### config.mk
export PLATFORM = sky130hd
export DESIGN_NAME = traffic_light_ped
export DESIGN_NICKNAME = d
export VERILOG_FILES = /design/src/rtl/traffic_light_ped.sv
export SDC_FILE = /design/constraint.sdc
export NUM_CORES = 1
export LEC_CHECK = 0
export ABC_AREA = 1
export BUFFER_PORTS_ARGS = -buffer_cell sky130_fd_sc_hd__buf_2
export CAP_MARGIN = 25
export CORE_UTILIZATION = 58
export DETAILED_ROUTE_END_ITERATION = 10
export PLACE_DENSITY = 0.8
export SYNTH_ARGS = -nofsm -noshare
export SYNTH_HDL_FRONTEND = slang
export SYNTH_SLANG_ARGS = --single-unit
### constraint.sdc
create_clock -name clk -period 4.74 [get_ports clk]
set_clock_uncertainty 0.1 [all_clocks]
set_input_delay 0.237 -clock clk [delete_from_list [all_inputs] [get_ports clk]]
set_output_delay 0.237 -clock clk [all_outputs]
set_load 0.05 [all_outputs]
### src/rtl/traffic_light_ped.sv
// Two-way traffic light controller with all-red clearance and a latched
// pedestrian request served by an all-red walk phase. Phases advance on tick.
module traffic_light_ped #(
    parameter int unsigned GREEN_TICKS  = 5,
    parameter int unsigned YELLOW_TICKS = 2,
    parameter int unsigned ALLRED_TICKS = 1,
    parameter int unsigned WALK_TICKS   = 3,
    parameter int unsigned CNT_W        = 4
) (
    input  logic clk,
    input  logic rst,
    input  logic tick,
    input  logic ped_req,
    output logic ns_g,
    output logic ns_y,
    output logic ns_r,
    output logic ew_g,
    output logic ew_y,
    output logic ew_r,
    output logic walk,
    output logic ped_wait
);

    localparam logic [CNT_W-1:0] G_LAST  = CNT_W'(GREEN_TICKS - 1);
    localparam logic [CNT_W-1:0] Y_LAST  = CNT_W'(YELLOW_TICKS - 1);
    localparam logic [CNT_W-1:0] AR_LAST = CNT_W'(ALLRED_TICKS - 1);
    localparam logic [CNT_W-1:0] W_LAST  = CNT_W'(WALK_TICKS - 1);

    // Lamp vector order: {ns_g, ns_y, ns_r, ew_g, ew_y, ew_r, walk}
    localparam logic [6:0] LAMP_NS_G = 7'b100_001_0;
    localparam logic [6:0] LAMP_NS_Y = 7'b010_001_0;
    localparam logic [6:0] LAMP_AR   = 7'b001_001_0;
    localparam logic [6:0] LAMP_EW_G = 7'b001_100_0;
    localparam logic [6:0] LAMP_EW_Y = 7'b001_010_0;
    localparam logic [6:0] LAMP_WALK = 7'b001_001_1;

    typedef enum logic [2:0] {
        S_NS_G = 3'd0,
        S_NS_Y = 3'd1,
        S_AR   = 3'd2,
        S_EW_G = 3'd3,
        S_EW_Y = 3'd4,
        S_WALK = 3'd5
    } state_t;

    state_t           state_q, state_nxt;
    logic [CNT_W-1:0] cnt_q, cnt_nxt;
    logic             dir_ew_q, dir_ew_nxt;   // 1: next green after all-red is EW
    logic             pend_q, pend_nxt;
    logic [6:0]       lamp_q, lamp_nxt;
    logic [CNT_W-1:0] last_cnt;
    logic             phase_done;
    logic             walk_entry;

    // State, counter, direction, pedestrian latch and lamp registers
    always_ff @(posedge clk) begin
        if (rst) begin
            state_q  <= S_NS_G;
            cnt_q    <= '0;
            dir_ew_q <= 1'b1;
            pend_q   <= 1'b0;
            lamp_q   <= LAMP_NS_G;
        end else begin
            state_q  <= state_nxt;
            cnt_q    <= cnt_nxt;
            dir_ew_q <= dir_ew_nxt;
            pend_q   <= pend_nxt;
            lamp_q   <= lamp_nxt;
        end
    end

    // Phase timing, transitions, request latch and next-lamp decode
    always_comb begin
        state_nxt  = state_q;
        cnt_nxt    = cnt_q;
        dir_ew_nxt = dir_ew_q;
        lamp_nxt   = LAMP_AR;
        last_cnt   = G_LAST;

        case (state_q)
            S_NS_G, S_EW_G: last_cnt = G_LAST;
            S_NS_Y, S_EW_Y: last_cnt = Y_LAST;
            S_AR:           last_cnt = AR_LAST;
            S_WALK:         last_cnt = W_LAST;
            default:        last_cnt = G_LAST;
        endcase

        phase_done = tick && (cnt_q == last_cnt);

        if (tick) begin
            if (phase_done) begin
                cnt_nxt = '0;
                case (state_q)
                    S_NS_G: state_nxt = S_NS_Y;
                    S_NS_Y: begin
                        state_nxt  = S_AR;
                        dir_ew_nxt = 1'b1;
                    end
                    S_EW_G: state_nxt = S_EW_Y;
                    S_EW_Y: begin
                        state_nxt  = S_AR;
                        dir_ew_nxt = 1'b0;
                    end
                    S_AR: begin
                        if (pend_q)        state_nxt = S_WALK;
                        else if (dir_ew_q) state_nxt = S_EW_G;
                        else               state_nxt = S_NS_G;
                    end
                    S_WALK:  state_nxt = dir_ew_q ? S_EW_G : S_NS_G;
                    default: state_nxt = S_NS_G;
                endcase
            end else begin
                cnt_nxt = cnt_q + CNT_W'(1);
            end
        end

        // Requests during walk or on the walk-entry edge are absorbed by that walk
        walk_entry = (state_q == S_AR) && phase_done && pend_q;
        pend_nxt   = (pend_q | ped_req) & (state_q != S_WALK) & ~walk_entry;

        case (state_nxt)
            S_NS_G:  lamp_nxt = LAMP_NS_G;
            S_NS_Y:  lamp_nxt = LAMP_NS_Y;
            S_AR:    lamp_nxt = LAMP_AR;
            S_EW_G:  lamp_nxt = LAMP_EW_G;
            S_EW_Y:  lamp_nxt = LAMP_EW_Y;
            S_WALK:  lamp_nxt = LAMP_WALK;
            default: lamp_nxt = LAMP_AR;
        endcase
    end

    assign {ns_g, ns_y, ns_r, ew_g, ew_y, ew_r, walk} = lamp_q;
    assign ped_wait = pend_q;

endmodule

==> impl_metrics.ini, run 1 <==
[run_status]
outcome = completed

[cts]
clock_sinks = 16
root_buffer = clkbuf_4
h-tree-depth = 1
insertion_delay_ns = 0.30
clockBufferDepth = 2
numCtsBuffers = 3
cts_tree = yes
clk_pin_slew_worst_paths_ns = 0.11
postCtsSetupBuffers = 0
cts_resized = 0
cts_hold_buffers = 0

[detailed_routing]
vias = 768
first_pass_iters = 4
ant_nets = 0
route.detailed.drc = 0
wl_um = 1648
drtIter0Drc = 19
wl_per_cell_um = 11.37
avgViaCountPerCell = 5.297

[worst_setup_path]
cp_num_buf_inv = 2
end_kind = register
arrival_ns = 1.93
cpMostUsedCell = nand2_1
crit_chain = nand3_2 > nand2_1 > clkinv_2 > nand2_1 > nand2_2 > nand2_4 > nand2_8 > nand2_1 > nand2_2 > inv_2 > nand2_2 > nand2_1 > nand2_1
cpMaxStageDelayCell = dfxtp_1
slowest_delay_ns = 0.57
cp_max_fo = 10
cp.required_ns = 4.83
crit_path_start_kind = register
cp_top_family = simple AND/OR/NAND/NOR gates
crit_type = reg2reg

[logic_synthesis]
synthCells = 116
yosys.cell_types.count = 24
synth_edf_count = 0
ys_seq_area_share_pct = 36.52
synthTopCellsByArea = dfxtp_1 37%, nand2_1 11%, nand3_1 7.4%, inv_1 6.4%, nand2_2 5.7%
synth_nets = 121
ys_async_sr_fraction_pct = 0
ys_seq_elements = 16
synth_ff_type = dfxtp_1
synthesis.area_um2 = 877.1
synth_top_area_share_pct = 36.52
yosysTopAreaCell = dfxtp_1
ys_warn_count = 0
synth.avg_cell_area_um2 = 7.561

[floorplanning]
rows = 13
die_x_um = 40.89
die-area_um2 = 1672
num_io_pins = 12
core_um2 = 1350
start_util_pct = 64.97
die_h_um = 40.89

[timing]
max_slew.worst_pin.slew_ns = 0.3909
period_needed_ns = 1.842
finalMaxSlewViolations = 0
grt_setup_unrepaired = no
hold_viol_final = 0
slew_headroom_pct = 73.90
setup_tns_ns = 0
setup_violations = 0
clock.fmax_ghz = 0.5428
period_share_pct = 38.87

[pwr]
leakage_nw = 0.4814
powerDensity_nw_per_um2 = 547.2
peakVddDrop_uv = 284.6

[job]
maxCapViolations = 0

[cells_and_area]
mostFrequentLayoutCell = nand2_1
n_antenna_cell = 0
finalNonFillerCells = 145
area_growth_pct = 11.27
final_cell_mix = 25 x nand2_1, 16 x dfxtp_1, 15 x inv_1, 13 x nand3_1, 11 x buf_2
layout-drive-gt1-share_pct = 29.23
num-nets-final = 136

[placement]
hpwl_um = 1272
gp_congestion = 0.8506
port_buffers = 11
placed_cells = 141

[grt]
grtUsageTotal_pct = 23.33
gr-total-overflow = 0
antenna_found_initial = 0
grt_pass1_vias = 565
grt_pass1_wl_um = 2456
grt_max_degree = 11

[hold_path]
worstHoldPathType = in2reg
## cells in the mapped netlist (2+ instances only)
cell type   n
nand3_4     2
nand3_2     4
nand2_1    25
nand3_1    13
inv_2       4
nand4_1     2
o21ai_0     3
nor2_1      9
nand2_2     8
dfxtp_1    16
inv_1      15
a21oi_1     3
## per-layer routing
metal  share of wire (%)  vias up  wire [um]  global-route usage (%)
li1                    -      398          -                       -
met2                  42       24        686                   33.20
met1                  52      341        856                   33.44
met5                   0        -          0                       0
met4                 2.2        0         36                   12.50
met3                 4.1        5         68                   3.261
## stage by stage
stage	instance area (um^2)	hold WS [ns]	util (%)	setup slack, ns	total power [mW]
2_1_floorplan	877.1	0.2061	-	3.197	0.4001
5_1_grt	975.9	0.02051	72.29	2.767	0.5707
4_1_cts	975.9	0.01532	72.29	2.910	0.5342
6_report	975.9	0.01179	72.29	2.898	0.5340
3_5_place_dp	939.7	0.3360	69.60	2.942	0.4431
3_3_place_gp	939.7	0.3260	69.60	2.975	0.4360
## final cells by class
class	count	area, um^2
sequential	16	320.3
timing repair buffer	11	55.05
multi-input combinational	79	469.2
tap	15	18.77
inverter	20	76.32
fill	117	374.1
clock buffer	4	36.28
## path summary, 6_finish.rpt
kind / endpoint / cells after the start / startpoint / slack, ns
worst min-delay path: cnt_q[1]$_SDFFE_PP0P_ / 2 / rst / 0.01
worst max-delay path: lamp_q[1]$_SDFF_PP1_ / 13 / state_q[0]$_SDFF_PP0_ / 2.90
worst min register to register: cnt_q[3]$_SDFFE_PP0P_ / 2 / cnt_q[3]$_SDFFE_PP0P_ / 0.43
worst max register to register: lamp_q[1]$_SDFF_PP1_ / 13 / state_q[0]$_SDFF_PP0_ / 2.90
## state kept, by name, summed over array words and instances (netlist names)
register	count
dir_ew_q	1
ped_wait	1
state_q	3
cnt_q	4
lamp_q	7
## cell families (layout without fill, tap and decap cells)
logic type	Yosys count	in the layout	synth area share, %
buf+inv	21	35	9.984
fa+ha+maj	1	1	1.426
simple gates	69	69	45.93
flops	16	16	36.52
compound gates	9	9	6.134
## power by group
group / switching (mW) / internal [mW] / total (mW)
Combinational: 0.191 / 0.0735 / 0.264
Clock: 0.0456 / 0.0468 / 0.0925
Sequential: 0.0206 / 0.157 / 0.177
(Power assumes the default switching activity.)
==> run 2: changes to the inputs <==
Settings changed: ABC_AREA 1 to 0, CORE_UTILIZATION 58 to 53, PLACE_DENSITY 0.8 to 0.75.
Clock period 4.74 ns to 1.7 ns, I/O delays scaled along.
==> run 2 against run 1 <==
The flow now finishes with violations (setup timing). Power is 34% higher. Routed wire length is 42% higher. Worst hold slack gained 0.012 ns.
==> impl_metrics.ini, run 2 <==
[pwr]
powerDensity_nw_per_um2 = 627.1
leakage_nw = 0.4915
peakVddDrop_uv = 463.6
total_power_uw = 717.1

[detailed_routing]
vias = 801
drtIter0Drc = 30
avgViaCountPerCell = 5.890
wl_per_cell_um = 17.25
ant_nets = 0
route.detailed.drc = 0
wl_um = 2346
first_pass_iters = 4

[grt]
antenna_found_initial = 0
grtUsageTotal_pct = 27.09
gr-total-overflow = 0
grt_max_degree = 14
grt_pass1_wl_um = 2808
grt_pass1_vias = 670

[cells_and_area]
area_growth_pct = 45.31
largest_register_ffs = 7
reg_top3 = lamp_q (7), cnt_q (4), state_q (3)
n_antenna_cell = 0
largest-register = lamp_q
mostFrequentLayoutCell = buf_4
layout-drive-gt1-share_pct = 46.28
num-nets-final = 127
final_cell_mix = 21 x buf_4, 13 x dfxtp_1, 11 x buf_2, 7 x nor2_1, 6 x nand2_1

[worst_setup_path]
arrival_ns = 2.18
r2r-end = lamp_q[6]$_SDFF_PP1_
reg2reg_from = state_q[0]$_SDFF_PP0_
crit_path_start_kind = register
end_kind = register
cp_max_fo = 5
crit_type = reg2reg
cp.required_ns = 1.83
reg2reg_depth = 7
r2r_slack_ns = -0.34

[logic_synthesis]
synth_top_area_share_pct = 40.70
synth.avg_cell_area_um2 = 9.259
yosysTopAreaCell = dfxtp_1
synthesis.area_um2 = 787.0
ys_seq_area_share_pct = 40.70
ys_warn_count = 0
synth_ff_type = dfxtp_1
ys_seq_elements = 16
synth_edf_count = 0
synthCells = 85
yosys.cell_count.top_type = dfxtp_1
synth_nets = 90
yosys-top-cells-count = 16 x dfxtp_1, 8 x nor2_1, 6 x nand2_1
synthTopCellsByArea = dfxtp_1 41%, xor2_1 5.6%, buf_6 4.3%, nor2_1 3.8%, nand2_1 2.9%
ys_async_sr_fraction_pct = 0
yosys.cell_types.count = 36

[floorplanning]
die_h_um = 40.54
rows = 13
die_x_um = 40.54
start_util_pct = 59.01
num_io_pins = 12
core_um2 = 1334
die-area_um2 = 1643

[cts]
root_buffer = clkbuf_4
clockBufferDepth = 2
numCtsBuffers = 3
h-tree-depth = 1
clk_pin_slew_worst_paths_ns = 0.11
insertion_delay_ns = 0.30
cts_tree = yes
clock_sinks = 16

[hold_path]
worstHoldPathType = in2reg
whs_endpoint = cnt_q[1]$_SDFFE_PP0P_
min_path_cells = 3
hold_start = tick

[timing]
grt_setup_unrepaired = yes
finalMaxSlewViolations = 0
setup_violations = 15
clock.fmax_ghz = 0.4892
slew_headroom_pct = 78.63
hold_ws_ns = 0.02362
period_share_pct = 120.3
max_slew.worst_pin.slew_ns = 0.3139
hold_viol_final = 0
period_needed_ns = 2.044
setup_slack_ns = -0.3443

[run_status]
violations = setup timing
outcome = finished with violations

[placement]
gp_congestion = 0.7780
hpwl_um = 1366
port_buffers = 11

[job]
maxCapViolations = 0
-- run 2: through the flow --
stage	cell area [um^2]	instances	setup slack, ns	util, %	TNS [ns]
after detailed placement	993.5	127	-0.3505	74.48	-3.221
after CTS	1081	134	-0.1468	81.05	-1.053
after global placement	993.5	127	-0.3021	74.48	-2.545
final	1144	136	-0.3443	85.74	-3.384
after global routing	1144	136	-0.3815	85.74	-3.952
after floorplan	807.0	85	-0.2311	-	-1.538
-- run 2: cells by family (layout without fill, tap and decap cells) --
| group | count (synthesis) | count (layout) | synth area share [%] |
|---|---|---|---|
| DFF | 16 | 16 | 40.70 |
| and+or+nand+nor | 31 | 31 | 22.58 |
| xor gates and xnor gates | 7 | 7 | 7.790 |
| AOI/OAI and AO/OA | 18 | 18 | 15.90 |
| adders and majority gates | 1 | 1 | 1.590 |
| muxes | 3 | 3 | 4.292 |
| buffers and inverters | 9 | 45 | 7.154 |
-- run 2: final cells by class --
cell class / count / area (um^2)
multi-input combinational: 60 / 481.7
sequential: 16 / 331.6
timing repair buffer: 36 / 256.5
fill: 74 / 190.2
clock buffer: 4 / 36.28
inverter: 5 / 18.77
tap: 15 / 18.77
-- run 2: power by group --
part	internal, mW	switching (mW)	total, mW
sequential	0.377	0.00681	0.383
clock	0.131	0.129	0.259
combinational	0.0319	0.0427	0.0746
total	0.539	0.178	0.717
-- run 2: worst max-delay path by stage --
stage	startpoint	endpoint	slack, ns	cells after the start
finish	state_q[0]$_SDFF_PP0_	lamp_q[6]$_SDFF_PP1_	-0.34	7
global route	state_q[0]$_SDFF_PP0_	lamp_q[6]$_SDFF_PP1_	-0.38	7
CTS	state_q[1]$_SDFF_PP0_	lamp_q[6]$_SDFF_PP1_	-0.15	7
detailed placement	state_q[1]$_SDFF_PP0_	lamp_q[0]$_SDFF_PP0_	-0.35	6
global placement	state_q[1]$_SDFF_PP0_	lamp_q[5]$_SDFF_PP0_	-0.30	6
floorplan	state_q[1]$_SDFF_PP0_	lamp_q[0]$_SDFF_PP0_	-0.23	8
-- run 2: timing repair --
item,in CTS,in global routing
gates resized for setup,8,11
hold endpoints to repair,1,0
hold buffers,1,0
pin swaps,2,9
cloned,0,0
setup endpoints to repair,15,14
setup buffers,2,2
-- run 2: worst max-delay path: stages, from the launching register on --
cell and delay, ns:
dfxtp_4 0.39, xor2_1 0.16, nand2_1 0.12, xor2_1 0.27, and3_4 0.31, mux2i_4 0.34, buf_6 0.15, a31o_1 0.13
-- run 2: per-layer routing --
layer	vias up	track usage (%)	part of all wire, %
met3	10	10.56	3.8
met4	0	11.67	2.4
met5	-	0	0
met1	383	28.76	42
met2	28	46.83	52
li1	380	-	-
==> run 3: changes to the inputs <==
Settings changed: CELL_PAD_IN_SITES_DETAIL_PLACEMENT set to 0, CELL_PAD_IN_SITES_GLOBAL_PLACEMENT set to 1, CORE_UTILIZATION 53 to 40, PLACE_DENSITY 0.75 to 0.74.
==> run 3 against run 2 <==
The run still ends with setup timing left. Die area rose by 31%. Sequential power hardly changed. Register-to-register slack improved by 0.17 ns. Fmax up 8.8%. Core utilization down 19 points. Global-route usage shrank 7.0 points. Worst setup slack improved by 0.17 ns. Worst hold slack got worse by 0.0060 ns. First-iteration DRC count fell by 77%. Clock power up 2%. Flip-flop and latch count is the same. Non-clock buffer count up 2. Critical path type unchanged. Critical endpoint unchanged.
==> impl_metrics.ini, run 3 (same netlist as run 2, synthesis figures left out) <==
[timing]
max_slew.worst_pin.slew_ns = 0.2816
period_share_pct = 110.5
finalMaxSlewViolations = 0
clock.fmax_ghz = 0.5323
period_needed_ns = 1.879
setup_slack_ns = -0.1787
hold_ws_ns = 0.01762
grt_setup_unrepaired = yes
slew_headroom_pct = 81.23
hold_viol_final = 0
setup_violations = 12

[floorplanning]
die_h_um = 46.36
start_util_pct = 44.14
die_x_um = 46.36
die-area_um2 = 2149
core_um2 = 1783
num_io_pins = 12
rows = 15

[cells_and_area]
fill_cells = 128
largest_register_ffs = 7
largest-register = lamp_q
finalNonFillerCells = 148
num-nets-final = 129
area_growth_pct = 52.31
n_antenna_cell = 0
reg_top3 = lamp_q (7), cnt_q (4), state_q (3)
mostFrequentLayoutCell = buf_4
layout-drive-gt1-share_pct = 48.78
finish.instance_area_um2 = 1199
final_cell_mix = 23 x buf_4, 12 x dfxtp_1, 11 x buf_2, 8 x nor2_1, 6 x nand2_1

[run_status]
violations = setup timing
outcome = finished with violations

[placement]
placed_cells = 141
placed_cell_area_um2 = 1036
hpwl_um = 1313
gp_congestion = 0.8585
port_buffers = 11

[worst_setup_path]
crit_type = reg2reg
slowest_delay_ns = 0.39
r2r_slack_ns = -0.18
end_kind = register
cp.required_ns = 1.84
cpMaxStageDelayCell = dfxtp_4
crit_chain = xnor2_4 > xnor2_2 > nor3b_2 > and3_4 > mux2i_4 > buf_6 > a31o_1
arrival_ns = 2.02
cp_max_fo = 6
reg2reg_depth = 7
crit_path_start_kind = register
reg2reg_from = state_q[1]$_SDFF_PP0_
r2r-end = lamp_q[6]$_SDFF_PP1_

[pwr]
p_int_uw = 543.7
seqPwrFrac_pct = 53.2
combPwrFrac_pct = 10.4
p_sw_share_pct = 24.94
netSwitchingPower_uw = 180.6
powerDensity_nw_per_um2 = 604.3
leakage_nw = 0.5118
peakVddDrop_uv = 684.5
power_frac_clock_pct = 36.4
total_power_uw = 724.3

[cts]
root_buffer = clkbuf_4
clockBufferDepth = 2
h-tree-depth = 1
clock_sinks = 16
insertion_delay_ns = 0.29
numCtsBuffers = 3
cts_tree = yes
clk_pin_slew_worst_paths_ns = 0.10

[detailed_routing]
wl_um = 1889
vias = 733
avgViaCountPerCell = 4.953
ant_nets = 0
first_pass_iters = 4
wl_per_cell_um = 12.76
route.detailed.drc = 0
drtIter0Drc = 7

[hold_path]
min_path_cells = 3
hold_start = tick
worstHoldPathType = in2reg
whs_endpoint = cnt_q[1]$_SDFFE_PP0P_

[grt]
grt_pass1_vias = 698
gr-total-overflow = 0
grt_pass1_wl_um = 3036
antenna_found_initial = 0
grtUsageTotal_pct = 20.13
grt_max_degree = 14

[job]
maxCapViolations = 0
==> run 3: critical path, delay by kind of cell, from the launching register on <==
| family | cells | cell delay (ns) |
|---|---|---|
| DFF | 1 | 0.39 |
| muxes | 1 | 0.31 |
| and+or+nand+nor | 2 | 0.50 |
| xor gates and xnor gates | 2 | 0.27 |
| AOI/OAI and AO/OA | 1 | 0.13 |
| buffers and inverters | 1 | 0.13 |
==> run 3: timing repair <==
action,CTS,global route
endpoints found under the setup margin,15,14
setup buffers,2,0
endpoints found under the hold margin,1,0
pin swaps,5,2
hold buffers,1,0
resized for setup,14,8
==> run 3: worst max path at each step <==
stage,slack [ns],startpoint,to
CTS,-0.13,state_q[1]$_SDFF_PP0_,lamp_q[5]$_SDFF_PP0_
floorplan,-0.23,state_q[1]$_SDFF_PP0_,lamp_q[0]$_SDFF_PP0_
detailed placement,-0.32,state_q[1]$_SDFF_PP0_,lamp_q[0]$_SDFF_PP0_
global placement,-0.27,state_q[1]$_SDFF_PP0_,lamp_q[0]$_SDFF_PP0_
global route,-0.30,state_q[1]$_SDFF_PP0_,lamp_q[6]$_SDFF_PP1_
finish,-0.18,state_q[1]$_SDFF_PP0_,lamp_q[6]$_SDFF_PP1_
==> run 3: metal layers <==
layer  up-vias  share of wire [%]  track usage (%)
met4         0               0.69            4.118
met5         -                  0                0
met3         4                2.8            7.059
met1       340                 46            25.36
met2        10                 51            32.78
li1        379                  -                -
==> run 3: cell type report <==
type                       count  area, um^2  area share [%]
sequential                    16       330.3           27.56
inverter                       5       18.77           1.566
multi-input combinational     60       510.5           42.59
tap                           25       31.28           2.610
timing repair buffer          38       271.5           22.65
clock buffer                   4       36.28           3.027
==> run 3: through the flow <==
stage	util, %	setup WS (ns)	setup TNS (ns)
finish	67.23	-0.1787	-1.440
global route	67.23	-0.3001	-2.954
CTS	64.35	-0.1271	-1.006
detailed placement	58.11	-0.3172	-3.053
global placement	58.11	-0.2717	-2.682
floorplan	-	-0.2311	-1.538
==> run 3: power by group through the flow <==
stage	clock network, mW	logic [mW]	registers, mW
finish	0.263	0.0754	0.386
global route	0.283	0.0826	0.387
CTS	0.268	0.0720	0.386
detailed placement	0	0.0664	0.396
global placement	0	0.0652	0.396
floorplan	0	0.0283	0.404
